--- config.mk ---
export PLATFORM = sky130hd
export DESIGN_NAME = blit_fill_flat
export DESIGN_NICKNAME = d
export VERILOG_FILES = /design/src/rtl/blit_fill_pkg.sv /design/src/rtl/blit_fill_if.sv /design/src/rtl/blit_fill_addr_gen.sv /design/src/rtl/blit_fill.sv /design/src/flat_wrapper.sv
export SDC_FILE = /design/constraint.sdc
export NUM_CORES = 1
export LEC_CHECK = 0
export BUFFER_PORTS_ARGS = -buffer_cell sky130_fd_sc_hd__clkbuf_2
export CAP_MARGIN = 20
export CORE_MARGIN = 10
export CORE_UTILIZATION = 55
export CTS_BUF_LIST = sky130_fd_sc_hd__clkbuf_16
export CTS_CLUSTER_DIAMETER = 120
export DETAILED_ROUTE_END_ITERATION = 6
export HOLD_SLACK_MARGIN = 0.02
export PLACE_DENSITY_LB_ADDON = 0.1
export SETUP_SLACK_MARGIN = 0.5
export SLEW_MARGIN = 30
export SYNTH_ARGS = -nofsm -noshare
export SYNTH_HDL_FRONTEND = slang
export SYNTH_SLANG_ARGS = --single-unit
export TNS_END_PERCENT = 20
--- constraint.sdc ---
create_clock -name clk -period 4.4 [get_ports clk]
set_clock_uncertainty 0.2 [all_clocks]
set_input_delay 0.66 -clock clk [delete_from_list [all_inputs] [get_ports clk]]
set_output_delay 0.66 -clock clk [all_outputs]
set_load 0.01 [all_outputs]
--- src/rtl/blit_fill_pkg.sv ---
// Purpose : shared constants and types for the blit_fill rectangle-fill engine.
//           Holds the XR blit register numbers, the CTRL START bit position,
//           the VRAM word width and the engine state encoding.
package blit_fill_pkg;

  localparam int WORD_W = 16;

  localparam logic [2:0] XR_BLIT_DST    = 3'd0;
  localparam logic [2:0] XR_BLIT_STRIDE = 3'd1;
  localparam logic [2:0] XR_BLIT_WIDTH  = 3'd2;
  localparam logic [2:0] XR_BLIT_HEIGHT = 3'd3;
  localparam logic [2:0] XR_BLIT_DATA   = 3'd4;
  localparam logic [2:0] XR_BLIT_CTRL   = 3'd5;

  localparam int BLIT_START_BIT = 15;

  typedef enum logic [1:0] {
    IDLE = 2'd0,
    FILL = 2'd1,
    DONE = 2'd2
  } blit_state_t;

endpackage

--- src/rtl/blit_fill_if.sv ---
// Purpose : VRAM request port between the fill engine and vram_arb.
// Signals : vram_sel     request (held until vram_ack)
//           vram_ack     grant; the write completes in the acked cycle
//           vram_wr      write enable, mirrors vram_sel
//           vram_wr_mask nibble write mask
//           vram_addr    VRAM word address
//           vram_data    VRAM write data
// Modports: master = requester (blit_fill), slave = arbiter.
interface blit_fill_if;
  import blit_fill_pkg::*;

  logic              vram_sel;
  logic              vram_ack;
  logic              vram_wr;
  logic [3:0]        vram_wr_mask;
  logic [WORD_W-1:0] vram_addr;
  logic [WORD_W-1:0] vram_data;

  modport master (
    output vram_sel,
    output vram_wr,
    output vram_wr_mask,
    output vram_addr,
    output vram_data,
    input  vram_ack
  );

  modport slave (
    input  vram_sel,
    input  vram_wr,
    input  vram_wr_mask,
    input  vram_addr,
    input  vram_data,
    output vram_ack
  );

endinterface

--- src/rtl/blit_fill_addr_gen.sv ---
// Purpose : working address generator for a W x H rectangle walk.
//           Latches DST/STRIDE/WIDTH/HEIGHT on load, then advances one word
//           per step; at the end of each line it jumps to line_start+STRIDE.
// Ports   : clk, reset_i  clock / synchronous active-high reset
//           load_i        capture parameters and restart at DST
//           step_i        current word accepted, advance
//           dst_i, stride_i, width_i, height_i  shadow parameters
//           addr_o        current word address (registered)
//           last_o        current word is the last of the rectangle
module blit_fill_addr_gen
  import blit_fill_pkg::*;
(
  input  logic              clk,
  input  logic              reset_i,
  input  logic              load_i,
  input  logic              step_i,
  input  logic [WORD_W-1:0] dst_i,
  input  logic [WORD_W-1:0] stride_i,
  input  logic [WORD_W-1:0] width_i,
  input  logic [WORD_W-1:0] height_i,
  output logic [WORD_W-1:0] addr_o,
  output logic              last_o
);

  logic [WORD_W-1:0] col_q, col_d;
  logic [WORD_W-1:0] row_q, row_d;
  logic [WORD_W-1:0] addr_q, addr_d;
  logic [WORD_W-1:0] line_q, line_d;
  logic [WORD_W-1:0] wid_q, wid_d;
  logic [WORD_W-1:0] hgt_q, hgt_d;
  logic [WORD_W-1:0] str_q, str_d;
  logic              eol_s;

  // End of the current line; width is never 0 once loaded.
  assign eol_s  = (col_q == (wid_q - 16'd1));
  assign last_o = eol_s && (row_q == (hgt_q - 16'd1));
  assign addr_o = addr_q;

  // Next-state for counters; all address arithmetic wraps modulo 2^16.
  always_comb begin
    col_d  = col_q;
    row_d  = row_q;
    addr_d = addr_q;
    line_d = line_q;
    wid_d  = wid_q;
    hgt_d  = hgt_q;
    str_d  = str_q;
    if (load_i) begin
      col_d  = 16'd0;
      row_d  = 16'd0;
      addr_d = dst_i;
      line_d = dst_i;
      wid_d  = width_i;
      hgt_d  = height_i;
      str_d  = stride_i;
    end else if (step_i) begin
      if (eol_s) begin
        col_d  = 16'd0;
        row_d  = row_q + 16'd1;
        addr_d = line_q + str_q;
        line_d = line_q + str_q;
      end else begin
        col_d  = col_q + 16'd1;
        addr_d = addr_q + 16'd1;
      end
    end else begin
      addr_d = addr_q;
    end
  end

  // Counter registers.
  always_ff @(posedge clk) begin
    if (reset_i) begin
      col_q  <= 16'd0;
      row_q  <= 16'd0;
      addr_q <= 16'd0;
      line_q <= 16'd0;
      wid_q  <= 16'd0;
      hgt_q  <= 16'd0;
      str_q  <= 16'd0;
    end else begin
      col_q  <= col_d;
      row_q  <= row_d;
      addr_q <= addr_d;
      line_q <= line_d;
      wid_q  <= wid_d;
      hgt_q  <= hgt_d;
      str_q  <= str_d;
    end
  end

endmodule

--- src/rtl/blit_fill.sv ---
// Purpose : VRAM rectangle-fill engine. Writes one constant nibble-masked
//           word over a W x H rectangle with a programmable line stride,
//           programmed through the XR blit register range.
// Ports   : clk, reset_i      clock / synchronous active-high reset
//           xreg_wr_i         XR register write strobe
//           xreg_num_i        blit register number (0 DST .. 5 CTRL)
//           xreg_data_i       XR write data
//           xreg_data_o       combinational readback of selected register
//           vram (master)     request port to vram_arb
//           busy_o            fill in progress
//           intr_signal_o     one-cycle completion pulse on bit INTR_BIT
module blit_fill #(
  parameter int INTR_BIT = 2
) (
  input  logic        clk,
  input  logic        reset_i,
  input  logic        xreg_wr_i,
  input  logic [2:0]  xreg_num_i,
  input  logic [15:0] xreg_data_i,
  output logic [15:0] xreg_data_o,
  blit_fill_if.master vram,
  output logic        busy_o,
  output logic [3:0]  intr_signal_o
);
  import blit_fill_pkg::*;

  blit_state_t state_q, state_d;

  // Shadow (programmed) registers.
  logic [15:0] dst_q, dst_d;
  logic [15:0] stride_q, stride_d;
  logic [15:0] width_q, width_d;
  logic [15:0] height_q, height_d;
  logic [15:0] data_q, data_d;
  logic [14:0] ctrl_q, ctrl_d;

  // Working copies used by the operation in flight.
  logic [15:0] data_wk_q, data_wk_d;
  logic [3:0]  mask_wk_q, mask_wk_d;

  logic        start_s;
  logic        dims_ok_s;
  logic        load_s;
  logic        step_s;
  logic        last_s;
  logic        busy_s;
  logic [15:0] addr_s;

  assign start_s   = xreg_wr_i && (xreg_num_i == XR_BLIT_CTRL) && xreg_data_i[BLIT_START_BIT];
  assign dims_ok_s = (width_q != 16'd0) && (height_q != 16'd0);
  assign busy_s    = (state_q == FILL);

  // Shadow register writes; CTRL low bits are stored even while busy.
  always_comb begin
    dst_d    = dst_q;
    stride_d = stride_q;
    width_d  = width_q;
    height_d = height_q;
    data_d   = data_q;
    ctrl_d   = ctrl_q;
    if (xreg_wr_i) begin
      case (xreg_num_i)
        XR_BLIT_DST:    dst_d    = xreg_data_i;
        XR_BLIT_STRIDE: stride_d = xreg_data_i;
        XR_BLIT_WIDTH:  width_d  = xreg_data_i;
        XR_BLIT_HEIGHT: height_d = xreg_data_i;
        XR_BLIT_DATA:   data_d   = xreg_data_i;
        XR_BLIT_CTRL:   ctrl_d   = xreg_data_i[14:0];
        default:        dst_d    = dst_q;
      endcase
    end else begin
      dst_d = dst_q;
    end
  end

  // Next-state logic; START is only honoured from IDLE.
  always_comb begin
    state_d   = state_q;
    load_s    = 1'b0;
    step_s    = 1'b0;
    data_wk_d = data_wk_q;
    mask_wk_d = mask_wk_q;
    case (state_q)
      IDLE: begin
        if (start_s) begin
          if (dims_ok_s) begin
            state_d   = FILL;
            load_s    = 1'b1;
            data_wk_d = data_q;
            mask_wk_d = xreg_data_i[3:0];
          end else begin
            state_d = DONE;
          end
        end else begin
          state_d = IDLE;
        end
      end
      FILL: begin
        step_s = vram.vram_ack;
        if (vram.vram_ack && last_s) begin
          state_d = DONE;
        end else begin
          state_d = FILL;
        end
      end
      DONE:    state_d = IDLE;
      default: state_d = IDLE;
    endcase
  end

  // State, shadow and working registers.
  always_ff @(posedge clk) begin
    if (reset_i) begin
      state_q   <= IDLE;
      dst_q     <= 16'd0;
      stride_q  <= 16'd0;
      width_q   <= 16'd0;
      height_q  <= 16'd0;
      data_q    <= 16'd0;
      ctrl_q    <= 15'd0;
      data_wk_q <= 16'd0;
      mask_wk_q <= 4'd0;
    end else begin
      state_q   <= state_d;
      dst_q     <= dst_d;
      stride_q  <= stride_d;
      width_q   <= width_d;
      height_q  <= height_d;
      data_q    <= data_d;
      ctrl_q    <= ctrl_d;
      data_wk_q <= data_wk_d;
      mask_wk_q <= mask_wk_d;
    end
  end

  blit_fill_addr_gen u_addr_gen (
    .clk      (clk),
    .reset_i  (reset_i),
    .load_i   (load_s),
    .step_i   (step_s),
    .dst_i    (dst_q),
    .stride_i (stride_q),
    .width_i  (width_q),
    .height_i (height_q),
    .addr_o   (addr_s),
    .last_o   (last_s)
  );

  // Register readback; CTRL[15] reports busy.
  always_comb begin
    case (xreg_num_i)
      XR_BLIT_DST:    xreg_data_o = dst_q;
      XR_BLIT_STRIDE: xreg_data_o = stride_q;
      XR_BLIT_WIDTH:  xreg_data_o = width_q;
      XR_BLIT_HEIGHT: xreg_data_o = height_q;
      XR_BLIT_DATA:   xreg_data_o = data_q;
      XR_BLIT_CTRL:   xreg_data_o = {busy_s, ctrl_q};
      default:        xreg_data_o = 16'h0000;
    endcase
  end

  assign vram.vram_sel     = busy_s;
  assign vram.vram_wr      = busy_s;
  assign vram.vram_addr    = addr_s;
  assign vram.vram_data    = data_wk_q;
  assign vram.vram_wr_mask = mask_wk_q;
  assign busy_o            = busy_s;
  assign intr_signal_o     = (state_q == DONE) ? (4'b0001 << INTR_BIT) : 4'b0000;

endmodule

--- src/flat_wrapper.sv ---
// flat-port wrapper written by rule: the top's interface ports become plain ports
module blit_fill_flat import blit_fill_pkg::*;
#(
  parameter int INTR_BIT = 2
)
  (clk, reset_i, xreg_wr_i, xreg_num_i, xreg_data_i, xreg_data_o, busy_o, intr_signal_o, vram_vram_sel, vram_vram_wr, vram_vram_wr_mask, vram_vram_addr, vram_vram_data, vram_vram_ack);
  blit_fill_if vram_i ();
  input  logic clk;
  input  logic reset_i;
  input  logic xreg_wr_i;
  input  logic [2:0] xreg_num_i;
  input  logic [15:0] xreg_data_i;
  output logic [15:0] xreg_data_o;
  output logic busy_o;
  output logic [3:0] intr_signal_o;
  output wire logic [$bits(vram_i.vram_sel)-1:0] vram_vram_sel;
  output wire logic [$bits(vram_i.vram_wr)-1:0] vram_vram_wr;
  output wire logic [$bits(vram_i.vram_wr_mask)-1:0] vram_vram_wr_mask;
  output wire logic [$bits(vram_i.vram_addr)-1:0] vram_vram_addr;
  output wire logic [$bits(vram_i.vram_data)-1:0] vram_vram_data;
  input wire logic [$bits(vram_i.vram_ack)-1:0] vram_vram_ack;
  assign vram_vram_sel = vram_i.vram_sel;
  assign vram_vram_wr = vram_i.vram_wr;
  assign vram_vram_wr_mask = vram_i.vram_wr_mask;
  assign vram_vram_addr = vram_i.vram_addr;
  assign vram_vram_data = vram_i.vram_data;
  assign vram_i.vram_ack = vram_vram_ack;
  blit_fill #(.INTR_BIT(INTR_BIT)) u_core (.clk(clk), .reset_i(reset_i), .xreg_wr_i(xreg_wr_i), .xreg_num_i(xreg_num_i), .xreg_data_i(xreg_data_i), .xreg_data_o(xreg_data_o), .vram(vram_i), .busy_o(busy_o), .intr_signal_o(intr_signal_o));
endmodule
==> results of run 1 <==
## flip-flops by register name, indices dropped and copies added, names as in the netlist
register	cells
u_core.ctrl_q	15
u_core.data_q	16
u_core.dst_q	16
u_core.height_q	16
u_core.state_q	2
u_core.stride_q	16
u_core.u_addr_gen.addr_o	16
u_core.u_addr_gen.col_q	16
u_core.u_addr_gen.hgt_q	16
u_core.u_addr_gen.line_q	16
u_core.u_addr_gen.row_q	16
u_core.u_addr_gen.str_q	16
u_core.u_addr_gen.wid_q	16
u_core.vram.vram_data	16
u_core.vram.vram_wr_mask	4
u_core.width_q	16
## layout make-up
type / count / area [sq um]
Clock buffer: 25 / 626
Sequential cell: 229 / 4580
Fill cell: 1860 / 7600
Multi-Input combinational cell: 1133 / 6240
Tap cell: 270 / 338
Timing Repair Buffer: 94 / 542
Clock inverter: 21 / 179
Inverter: 16 / 60.1
## final timing paths
check / cells past startpoint / startpoint / endpoint / slack [ps]
worst min register to register: 2 / u_core.vram.vram_data[10] / u_core.vram.vram_data[10] / 250
worst max register to register: 7 / u_core.u_addr_gen.wid_q[2] / u_core.state_q[1] / 720
worst min-delay path: 2 / u_core.vram.vram_data[10] / u_core.vram.vram_data[10] / 250
worst max-delay path: 7 / u_core.u_addr_gen.wid_q[2] / u_core.state_q[1] / 720
## power by group
part | internal (uW) | total [uW] | switching, uW
sequential | 2090 | 2120 | 23.2
combinational | 41.3 | 166 | 124
clock | 1170 | 2060 | 899
## logic make-up (layout without fill, tap and decap cells)
| group | count (synthesis) | after routing | synth area share |
|---|---|---|---|
| muxes | 4 | 4 | 0.00357 |
| AOI/OAI and AO/OA | 370 | 370 | 0.202 |
| and+or+nand+nor | 655 | 655 | 0.259 |
| xor gates and xnor gates | 80 | 80 | 0.0624 |
| other | 1 | 3 | 0.000334 |
| buffers and inverters | 111 | 156 | 0.0406 |
| adders and majority gates | 21 | 21 | 0.0241 |
| DFF | 229 | 229 | 0.408 |
## layout by cell type, fill, tap and decap left out, types with 4 or more instances in the layout
cell / netlist / final
inv_1: 16 / 19
nor3_1: 19 / 17
nor3b_2: 0 / 4
nor2b_1: 5 / 5
a311oi_1: 9 / 9
o211ai_1: 17 / 17
clkinvlp_4: 0 / 4
a21o_1: 5 / 5
or4_1: 5 / 5
a22oi_1: 58 / 58
nand2b_1: 5 / 5
and3_1: 11 / 11
a31oi_1: 13 / 13
dfxtp_1: 229 / 229
xnor2_1: 48 / 48
o31ai_1: 5 / 5
or3_1: 13 / 12
nand4b_1: 4 / 4
o21ai_0: 23 / 23
nor4_1: 17 / 17
clkbuf_2: 0 / 77
o21a_1: 4 / 4
buf_4: 6 / 14
xor2_1: 32 / 32
ha_1: 20 / 20
clkinv_1: 0 / 4
a21oi_1: 205 / 205
nand2_1: 416 / 415
mux2i_1: 4 / 4
clkbuf_16: 0 / 25
nand4_1: 19 / 19
clkinv_2: 0 / 5
nand3b_1: 5 / 5
nand3_1: 43 / 43
and2_1: 10 / 10
nor2_1: 60 / 59
## metal layers
| layer | wire length [um] | global-route usage |
|---|---|---|
| met1 | 14800 | 0.331 |
| met2 | 15800 | 0.393 |
| met5 | 0 | 0 |
| met4 | 1020 | 0.0738 |
| met3 | 1990 | 0.0329 |
## Yosys cell counts (19+ instances only)
cell type,instances,area [sq um]
nor2_1,60,225
xnor2_1,48,420
nand2_1,416,1560
clkbuf_1,83,312
xor2_1,32,280
a21oi_1,205,1030
ha_1,20,250
nand4_1,19,119
dfxtp_1,229,4580
nor3_1,19,95.1
nand3_1,43,215
a22oi_1,58,435
o21ai_0,23,115
## per-stage QoR
stage	setup slack (ps)	power, uW
finish	721	4350
CTS	551	4360
global placement	703	2320
global route	561	4470
floorplan	1050	2250
detailed placement	547	2320
## timing repair
| action | CTS | global route |
|---|---|---|
| setup buffers | 0 | 1 |
| pin swaps | 0 | 2 |
| resized for setup | 1 | 2 |
| endpoints found under the setup margin | 6 | 33 |
| endpoints found under the hold margin | 0 | 0 |
## worst min-delay path: cells and delay by family (launching register included)
kind | cells | cell delay, ps
flip-flops | 1 | 300
AND/OR/NAND/NOR | 1 | 50
AO/OA/AOI/OAI | 1 | 50
==> flow_summary.ini, run 1 <==
[outcome]
run_status = finished, final reports clean

[setup_path]
cp_slowest_stage_delay_ps = 730
critical_path.top_delay_family = simple AND/OR/NAND/NOR gates
worstSetupStartpointType = flip-flop
cp.arrival_ps = 3930
cp_common_cell = or4_4
end_kind = flip-flop
crit_fanout = 34
critPathRequiredTime_ps = 4660
path_class = reg2reg
worstPathCellList = or4_4, or3_4, a2111oi_4, o211ai_2, or4_4, or4_1, a21oi_1
slowest_stage = or4_4
crit_buf_inv = 0

[drt]
drc = 0
drt_iter0_drc = 1083
wl_per_cell_um = 18.8
postRouteWirelength_um = 33600
antenna_left = 0
via_per_inst = 5.99
first_pass_iters = 6
vias = 10700

[floorplan]
ios = 82
die_h_um = 163
die-area_sq_um = 26500
initial_core_util = 0.557
die_x_um = 163
rows = 52
core_sq_um = 20200

[synthesis]
synth-edff-count = 0
synthArstFlopShare = 0
ys_warn_count = 0
avgSynthCellArea_sq_um = 7.63
synth_area_sq_um = 11200
ys_types = 70
seq_area_frac_synth = 0.408
ys_ff_latch = 229
ys.flop_type = dfxtp_1
syn_inst = 1471

[cells_and_area]
fin_util = 0.623
layout-drive-gt1-share = 0.104
diodes = 0
final_cells = 1788
syn_to_final_growth_pct = 12.0
fin_nets = 1543
final_design_area_no_fill_sq_um = 12600

[cts]
cts_tree = done
cts_root_buf = clkbuf_16
hold_buffers = 0
clock_sinks = 229
cts_buffers = 25
h-tree-depth = 1
insertion_delay_ps = 540
clk_pin_slew_ps = 60
clockBufferDepth = 3

[sta]
slew_headroom = 0.366
fin_crit_ps = 3680
fmaxAchievable_ghz = 0.272
rsz0062_at_grt = no
tightest_slew_ps = 951
finalSetupViolCount = 0
finalSetupTns_ps = 0
period_share = 0.836
whs_ps = 251
finalMaxSlewViolations = 0
finalHoldViolCount = 0

[global_routing]
grt_pass1_wl_um = 53400
grt_pass1_vias = 9807
grt_util_all_layers = 0.243
grt.overflow.total = 0
grt_max_degree = 112
antenna_found_initial = 0

[power_and_ir_drop]
power.density_nw_per_um2 = 346
leakage_uw = 0.00453
ir_worst_vdd_mv = 0.338

[hold_path]
hold_class = reg2reg

[placed_design]
gp_congestion = 0.931
hpwl_um = 23400
dpl_cell_area_sq_um = 11700
dp.cells = 1741
portBuffers = 78

[job]
drv_cap = 0
Power figures use the tool's default switching activity.
==> inputs of run 2 (changes only) <==
==> constraint.sdc (replaced) <==
create_clock -name clk -period 3 [get_ports clk]
set_clock_uncertainty 0.2 [all_clocks]
set_input_delay 0.45 -clock clk [delete_from_list [all_inputs] [get_ports clk]]
set_output_delay 0.45 -clock clk [all_outputs]
set_load 0.01 [all_outputs]
==> run 2 against run 1 <==
Compared with the run above:
- the run now ends with setup timing left
- sequential cell count is the same
- wire length grew 1.5%
- global-route usage grew 0.71 points
- combinational power grew 61%
- non-clock buffer count grew 78
- count of clock-buffer cells in the layout shrank 1
- design area grew 6.0%
- maximum frequency grew 13%
- sequential share of layout area shrank 2.0 points
- via count grew 3.4%
==> flow_summary.ini, run 2 (synthesized netlist as in run 1, its figures left out) <==
[outcome]
run_status = complete, but fails checks
violations = setup timing

[power_and_ir_drop]
p_seq_frac = 0.491
switchingPower_uw = 1460
pwr-share-clk = 0.467
ir_worst_vdd_mv = 0.371
leakage_uw = 0.00498
power.density_nw_per_um2 = 474
p_int_uw = 4850
p_sw_frac = 0.231
comb_power_share = 0.042

[cells_and_area]
layout_commonest_cell = nand2_1
diodes = 0
syn_to_final_growth_pct = 18.7
final_cell_mix = 414 x nand2_1, 227 x dfxtp_1, 200 x a21oi_1, 81 x buf_4, 77 x clkbuf_2
n_fill_cell = 1828
fin_nets = 1620
layout-drive-gt1-share = 0.156
final_design_area_no_fill_sq_um = 13300
seq_area_sq_um = 4590
fin_util = 0.661
multi_input_area_sq_um = 6360

[global_routing]
grt_pass1_vias = 10400
grt_max_degree = 112
grt.overflow.total = 0
grt_util_all_layers = 0.250
grt_pass1_wl_um = 55000
antenna_found_initial = 0

[setup_path]
cp.arrival_ps = 3440
crit_path_end = u_core.u_addr_gen.addr_o[10]
slowest_stage = or4_4
r2r-end = u_core.u_addr_gen.addr_o[10]
worstSetupStartpointType = flip-flop
path_class = reg2reg
cp_common_cell = or4_4
critPathRequiredTime_ps = 3200
end_kind = flip-flop
reg2reg_depth = 9
worstPathCellList = or4_4, or3_4, a2111oi_4, o211ai_2, or4_4, buf_12, a31o_4, a32oi_2, a21oi_1
rrSetupSlack_ps = -240
timing.rr.start = u_core.u_addr_gen.wid_q[0]
crit_fanout = 7
cp_slowest_stage_delay_ps = 620
startpoint = u_core.u_addr_gen.wid_q[0]

[floorplan]
initial_core_util = 0.557
core_sq_um = 20200
die_h_um = 163
die_x_um = 163
rows = 52
die-area_sq_um = 26500
ios = 82

[sta]
finalSetupViolCount = 60
whs_ps = 51.6
fin_crit_ps = 3240
finalHoldViolCount = 0
slew_headroom = 0.542
finalMaxSlewViolations = 0
tightest_slew_ps = 685
fmaxAchievable_ghz = 0.308
rsz0062_at_grt = yes
fin_ws_ps = -244
period_share = 1.08

[cts]
cts_root_buf = clkbuf_16
clk_pin_slew_ps = 60
clockBufferDepth = 3
insertion_delay_ps = 530
clock_sinks = 229
cts_buffers = 24
cts_tree = done
h-tree-depth = 1

[drt]
drc = 0
first_pass_iters = 5
wirelength_met1_um = 14600
wl_per_cell_um = 18.3
drt_iter0_drc = 1157
wl_met3_um = 2350
antenna_left = 0
via_per_inst = 5.95
top_layer = met4
postRouteWirelength_um = 34100
met2_length_um = 16000
vias = 11100

[placed_design]
portBuffers = 78
gp_congestion = 0.918
dpl_cell_area_sq_um = 12300
hpwl_um = 24600
place_ws_ps = -269

[job]
drv_cap = 0

[hold_path]
hold_class = in2reg
==> run 2: changes by cell type in the layout (fill, tap and decap cells not counted), moves of 4 or more <==
cell and change:
a21oi_1 -5, a21oi_2 +5, buf_12 +4, buf_4 +67
buf_6 +5, o21ai_0 -7, o21ai_1 +7
==> run 2: cell type report <==
cell class              count  area share
flip-flops and latches    229       0.344
clock buffers              24      0.0451
inverters                  16     0.00451
multi-input cells        1133       0.477
repair buffers            172      0.0909
clock inverters            19      0.0128
well taps                 270      0.0253
==> run 2: worst min-delay path by stage <==
stage / slack, ps / endpoint / start / cells past startpoint
global placement: 240 / u_core.ctrl_q[3] / u_core.ctrl_q[3] / 2
CTS: 40 / u_core.data_q[14] / xreg_data_i[14] / 3
floorplan: 240 / u_core.ctrl_q[0] / u_core.ctrl_q[0] / 2
finish: 50 / u_core.data_q[14] / xreg_data_i[14] / 3
global route: 60 / u_core.dst_q[7] / xreg_data_i[7] / 3
detailed placement: 250 / u_core.vram.vram_wr_mask[1] / u_core.vram.vram_wr_mask[1] / 2
==> run 2: critical path: cells and delay by family, from the launching register on <==
family,cells,cell delay [ps]
AND/OR/NAND/NOR,3,1500
AO/OA/AOI/OAI,5,910
flip-flops,1,330
buffers and inverters,1,190
==> run 2: routing by layer <==
metal,up-vias,track usage
li1,5330,-
met1,5256,0.335
met2,415,0.401
met3,76,0.0399
met4,0,0.0893
met5,-,0
==> run 2: power by group through the flow <==
stage | clock network, uW | logic (uW) | registers [uW]
global route | 3100 | 286 | 3100
global placement | 0 | 256 | 3170
CTS | 2970 | 260 | 3100
finish | 2950 | 267 | 3100
floorplan | 0 | 144 | 3150
detailed placement | 0 | 258 | 3170
==> run 2: stage by stage <==
| stage | instances | power [uW] | TNS, ps |
|---|---|---|---|
| floorplan | 1473 | 3300 | -3050 |
| global placement | 1812 | 3420 | -4080 |
| detailed placement | 1812 | 3420 | -7990 |
| CTS | 1860 | 6330 | -9190 |
| global route | 1863 | 6480 | -16240 |
| finish | 1863 | 6310 | -8640 |
==> run 2: timing repair <==
action                                 CTS  global route
hold buffers                             0             0
pin swaps                               28            17
endpoints found under the hold margin    0             0
setup buffers                            5             3
setup endpoints to repair               66            66
resized for setup                       17            24
